## src/rtl/dm_load_writeback.sv

```systemverilog
// dm_load_writeback: data-memory load with one-hot register write-back; DM_LOAD_TIMEOUT_EN enables the WAIT timeout
module dm_load_writeback #(
    parameter int DATA_W  = 16,
    parameter int ADDR_W  = 16,
    parameter int TIMEOUT = 15
) (
    input  logic              clk,
    input  logic              rst,
    input  logic              LOAD,
    input  logic              X_select,
    input  logic              Y_select,
    input  logic              ACC_select,
    input  logic              PC_select,
    input  logic [ADDR_W-1:0] addr,
    output logic              dm_re,
    output logic [ADDR_W-1:0] dm_addr,
    input  logic [DATA_W-1:0] dm_rdata,
    input  logic              dm_valid,
    output logic [DATA_W-1:0] out_data,
    output logic              X_we,
    output logic              Y_we,
    output logic              ACC_we,
    output logic              PC_we,
    output logic              busy,
    output logic              done,
    output logic              err
);
    typedef enum logic [1:0] {IDLE, REQ, WAIT, WB} state_t;
    state_t              state_q, state_d;
    logic [ADDR_W-1:0]   addr_q, addr_d;
    logic [3:0]          dst_q, dst_d;
    logic [DATA_W-1:0]   data_q, data_d;
    logic                accept;
`ifdef DM_LOAD_TIMEOUT_EN
    localparam int CNT_W = $clog2(TIMEOUT + 1);
    logic [CNT_W-1:0]    cnt_q, cnt_d;
    logic                err_q, err_d;
`endif
    // next-state: accept a load in IDLE, strobe the read, wait for data, write back
    always_comb begin
        state_d = state_q;
        addr_d  = addr_q;
        dst_d   = dst_q;
        data_d  = data_q;
        accept  = LOAD && (X_select || Y_select || ACC_select || PC_select);
`ifdef DM_LOAD_TIMEOUT_EN
        err_d   = err_q;
        cnt_d   = (state_q == WAIT) ? cnt_q + 1'b1 : '0;
`endif
        unique case (state_q)
            IDLE: if (accept) begin
                addr_d  = addr;
                dst_d   = X_select ? 4'b0001 : Y_select ? 4'b0010 : ACC_select ? 4'b0100 : 4'b1000;
                state_d = REQ;
`ifdef DM_LOAD_TIMEOUT_EN
                err_d   = 1'b0;
`endif
            end
            REQ:  state_d = WAIT;
            WAIT: if (dm_valid) begin
                data_d  = dm_rdata;
                state_d = WB;
            end
`ifdef DM_LOAD_TIMEOUT_EN
            else if (cnt_q == CNT_W'(TIMEOUT - 1)) begin
                err_d   = 1'b1;
                state_d = IDLE;
            end
`endif
            WB:   state_d = IDLE;
            default: state_d = IDLE;
        endcase
    end
    // state and datapath registers with synchronous reset
    always_ff @(posedge clk) begin
        if (rst) begin
            state_q <= IDLE;
            addr_q  <= '0;
            dst_q   <= '0;
            data_q  <= '0;
`ifdef DM_LOAD_TIMEOUT_EN
            cnt_q   <= '0;
            err_q   <= 1'b0;
`endif
        end else begin
            state_q <= state_d;
            addr_q  <= addr_d;
            dst_q   <= dst_d;
            data_q  <= data_d;
`ifdef DM_LOAD_TIMEOUT_EN
            cnt_q   <= cnt_d;
            err_q   <= err_d;
`endif
        end
    end
`ifdef DM_LOAD_TIMEOUT_EN
    assign err = err_q;
`else
    assign err = 1'b0;
`endif
    assign dm_re    = (state_q == REQ);
    assign dm_addr  = dm_re ? addr_q : '0;
    assign out_data = data_q;
    assign done     = (state_q == WB);
    assign busy     = (state_q != IDLE);
    assign {PC_we, ACC_we, Y_we, X_we} = done ? dst_q : 4'b0000;
endmodule
```

## config.mk

```make
export PLATFORM = sky130hd
export DESIGN_NAME = dm_load_writeback
export DESIGN_NICKNAME = d
export VERILOG_FILES = /design/src/rtl/dm_load_writeback.sv
export SDC_FILE = /design/constraint.sdc
export NUM_CORES = 1
export LEC_CHECK = 0
export CAP_MARGIN = 20
export CORE_ASPECT_RATIO = 1.2
export CORE_MARGIN = 2
export CORE_UTILIZATION = 45
export CTS_BUF_LIST = sky130_fd_sc_hd__clkbuf_8
export DETAILED_ROUTE_END_ITERATION = 10
export GPL_TIMING_DRIVEN = 0
export HOLD_SLACK_MARGIN = 0.02
export PLACE_DENSITY = 0.95
export REMOVE_ABC_BUFFERS = 1
export SYNTH_ARGS = -nofsm -noshare
export SYNTH_HDL_FRONTEND = slang
export SYNTH_SLANG_ARGS = --single-unit
```

## constraint.sdc

```tcl
create_clock -name clk -period 4.35 [get_ports clk]
set_clock_uncertainty 0.15 [all_clocks]
set_input_delay 0.87 -clock clk [delete_from_list [all_inputs] [get_ports clk]]
set_output_delay 0.87 -clock clk [all_outputs]
set_load 0.02 [all_outputs]
```

== Yosys cells after proc, flatten, opt, wreduce, memory -nomap -nowiden ==
Cells that the tools add are included.
Cells by class
  equality and inequality tests: 5
  muxes and demuxes: 8
  reduce and logical (&&, ||, !) cells: 9
Operator list (count)
  16-bit 2-to-1 mux: 1
  4-bit 2-to-1 mux: 4
  2-bit one-hot mux with 4 select lines: 1
  2-bit AND reduction: 3
  2-bit == test (second input constant): 2
  2-bit 2-to-1 mux: 2
  2-bit != test (second input constant): 2
  1-bit logical OR: 3
  2-bit by 1-bit == test with 1-bit output (second input constant): 1
  2-bit logical NOT: 1
  2-bit nonzero test: 1
  1-bit logical AND: 1
Storage, ports and cells
  register bits after elaboration: 38
  bits of input ports: 40

== Logic depth before layout (Yosys ltp) ==
  word-level depth: 6
  mapped depth: 7
  mapped depth without buffers: 5

== Worst setup path before layout ==
Ideal clock, no wire load.
  kind: flip-flop to output port
  start point: register state_q[1]
  end point: output dm_addr[10]
  data arrival time: 1.202 ns
  required time: 3.330 ns
  slack: 2.128 ns
  cell stages (with the launch flop): 5
  cells stage by stage: dfxtp_1 > inv_1 > ha_1 > clkbuf_1 > and2_1
On the way
  word-level cells in the longest chain between the ends: 2
RTL lines
  start: declaration: line 29  | state_t state_q, state_d;
  start signal: assignment: line 86  | state_q <= state_d;
  2-bit by 1-bit == test with 1-bit output: line 101  | assign dm_re = (state_q == REQ);
  via dm_re: line 15  | output logic dm_re,
  16-bit 2-to-1 mux: line 102  | assign dm_addr = dm_re ? addr_q : '0;
  end: declaration: line 16  | output logic [ADDR_W-1:0] dm_addr,
The timed path passes the listed nets, and every way through them passes these cells.

== Worst setup path in the final report ==
  start point: register state_q[1]
  end point: output dm_addr[5]
On the way
  word-level cells in the longest chain between the ends: 2
RTL lines (line)
  2-bit by 1-bit == test with 1-bit output: 101
  16-bit 2-to-1 mux: 102
Every way passes these cells.

==> results.txt <==
Hold Crit Class -> reg2reg
# port buffers -> 78
Fmax -> 0.3281 GHz
Leading register cell type out of synthesis -> dfxtp_1
NetSw -> 398.2 µW
Share of layout cells above drive strength 1 -> 3.986%
Pint -> 717.1 µW
Synth Area in Adders -> 3.053%
DRT iter0 DRCs -> 57
Root buffer cell -> clkbuf_8
Worst stage delay on the critical path -> 0.61 ns
Multi-input gate area -> 792.0 µm²
Die area -> 4143 µm²
Mux cell area share after synthesis -> 0.6107%
Critical path, cell by cell -> inv_1 > ha_1 > and2_1 > clkdlybuf4s50_1
HPWL Detailed -> 2899 µm
Die Y -> 70.11 µm
Total Wirelength -> 4065 µm
Drc violations -> 0
Clock network fraction of total power -> 21.6%
Sinks on Clock Net -> 38
Routed len/inst -> 12.90 µm
CP Capture Type -> primary output
Yosys warns -> 0
Routed via count -> 1625
Ys async rst share -> 0%
CP Launch Type -> flip-flop
Pwr/cell area -> 444.2 nW/µm²
N_diodes -> 0
Min Tclk post-route -> 3.048 ns
Unique cell type count in the Yosys netlist -> 23
Post-synthesis xor/xnor area fraction -> 0%
WL met3 -> 319 µm
Synth Instances -> 205
Main combinational cell family by area after synthesis -> simple AND/OR/NAND/NOR gates
# resized after CTS -> 0
Outcome -> finished clean
Met2 Wirelength -> 2015 µm
Gr ovfl total -> 0
Area growth syn-to-layout -> 53.21%
Unrepaired setup endpoints after global routing -> false
Slew Limit Fails -> 0
First-pass GRT wire length -> 6486 µm
Critical Path Fanout Max -> 17
Final setup viols -> 0
Leakage -> 0.8935 nW
Final setup TNS -> 0 ns
Synthesized area -> 1639 µm²
Slowest-stage cell, CP -> clkdlybuf4s50_1
Syn Area/Cell -> 7.995 µm²
Worst vdd ir -> 0.2907 mV
Register area -> 760.7 µm²
DR pass1 iterations -> 4
Post-route ant nets -> 0
Clk pin slew, worst setup/hold paths -> 0.07 ns
Max clock buf depth -> 2
Vias in the first global route -> 1480
Sw Ratio -> 35.70%
Final nets -> 319
Gpl congestion -> 0.6534
Final Hold Fails -> 0
CTS tree -> built
Yosys reg bits -> 38
Synth Area in Compound Gates -> 19.24%
Via density -> 5.159
Io pins -> 80
Filler instances -> 299
Simple-gate portion of the synthesized area -> 24.81%
Met1 WL -> 1682 µm
Flop pwr share -> 38.5%
Comb pwr share -> 39.9%
Number of antenna violations at the first check in global routing -> 0
Die X -> 59.10 µm
Largest net degree at the start of global routing -> 23
EDFF count, synth -> 0
Cell row count -> 24
Worst-Margin Slew -> 0.8218 ns
Hold buffer count at CTS -> 0
Crit path DAT -> 2.03 ns
Slew headroom -> 45.04%
GRT Overall Usage -> 20.28%
Fin crit share -> 70.06%
Max cap viols -> 0
H-tree depth -> 2
WS Path Type -> reg2out
Worst Path Required -> 3.33 ns
Initial Util -> 45.87%
Setup bufs post-CTS -> 0
Highest routed layer -> met4
Sequential area share after synthesis -> 46.41%
Final Power -> 1.115 mW
Worst skew pair latency -> 0.28 ns
Core Area -> 3573 µm²
Number of buffers created by CTS -> 5
metal layers:
| layer | up-vias | GRT usage (%) |
|---|---|---|
| met2 | 69 | 33.95 |
| li1 | 826 | - |
| met4 | 0 | 7.323 |
| met3 | 6 | 7.963 |
| met5 | - | 0 |
| met1 | 724 | 22.77 |
state kept, by name (all words and copies together), names as in the netlist:
register  flops
addr_q       16
dst_q         4
out_data     16
state_q       2
power by group through the flow:
stage               Combinational (mW)  Sequential [mW]  Clock, mW
floorplan                        0.240            0.449          0
global placement                 0.432            0.434          0
detailed placement               0.446            0.437          0
CTS                              0.447            0.430      0.247
global route                     0.485            0.436      0.269
finish                           0.445            0.430      0.241
per-stage QoR:
step           instance area (µm²)  instances  utilization (%)  setup WS, ns  hold slack [ns]
6_report                      2511        315            70.27         1.302           0.3024
5_1_grt                       2511        315            70.27         1.171           0.3200
4_1_cts                       2511        315            70.27         1.312           0.3049
3_5_place_dp                  2420        307            67.72         1.317           0.2958
3_3_place_gp                  2391        305            66.91        0.3112           0.2907
2_1_floorplan                 1562        188                -         1.687           0.2885
synthesized netlist by cell type, types with 2 or more instances:
cell type  count  share of area (%)
buf_2          2               0.61
nand3_1       17                5.2
inv_1          4               0.92
ha_1           4                3.1
nand2_1       35                8.0
buf_1          2               0.46
o21ai_0       20                6.1
clkbuf_1      11                2.5
nand2b_1       3                1.1
a21oi_1       36                 11
dfxtp_1       38                 46
and2_1        22                8.4
worst max-delay path: cells and delay by family (launching register included):
family	cells	cell delay, ns
buffers and inverters	2	0.70
adder cells (fa/ha/maj)	1	0.46
flip-flops	1	0.35
AND/OR/NAND/NOR	1	0.23
final timing paths:
check	startpoint	end	slack, ns	depth (start not counted)
max	state_q[1]	dm_addr[5]	1.30	4
min	out_data[14]	out_data[14]	0.30	2
max reg2reg	state_q[0]	dst_q[3]	2.51	5
min reg2reg	out_data[14]	out_data[14]	0.30	2
placed cells by master (no fill, tap or decap), types with 3 or more instances in the layout:
cell,netlist,final
clkdlybuf4s50_1,0,78
dfxtp_1,38,38
a21oi_1,36,36
nand2_1,35,35
and2_1,22,22
o21ai_0,20,20
nand3_1,17,17
clkbuf_8,0,6
inv_1,4,5
ha_1,4,4
nand2b_1,3,3
cell families after synthesis:
logic type	after synthesis
other	1
buffers and inverters	21
AND/OR/NAND/NOR	82
adder cells (fa/ha/maj)	4
AO/OA/AOI/OAI	58
flip-flops	38
multiplexers	1
final cells by class:
class                      count  share of cell area, %
clock buffer                   6                  3.288
inverter                       4                 0.5979
sequential                    38                  30.29
tap                           39                  1.943
timing repair buffer          80                  31.99
clock inverter                 2                 0.3488
multi-input combinational    146                  31.54
(Power assumes the default switching activity.)
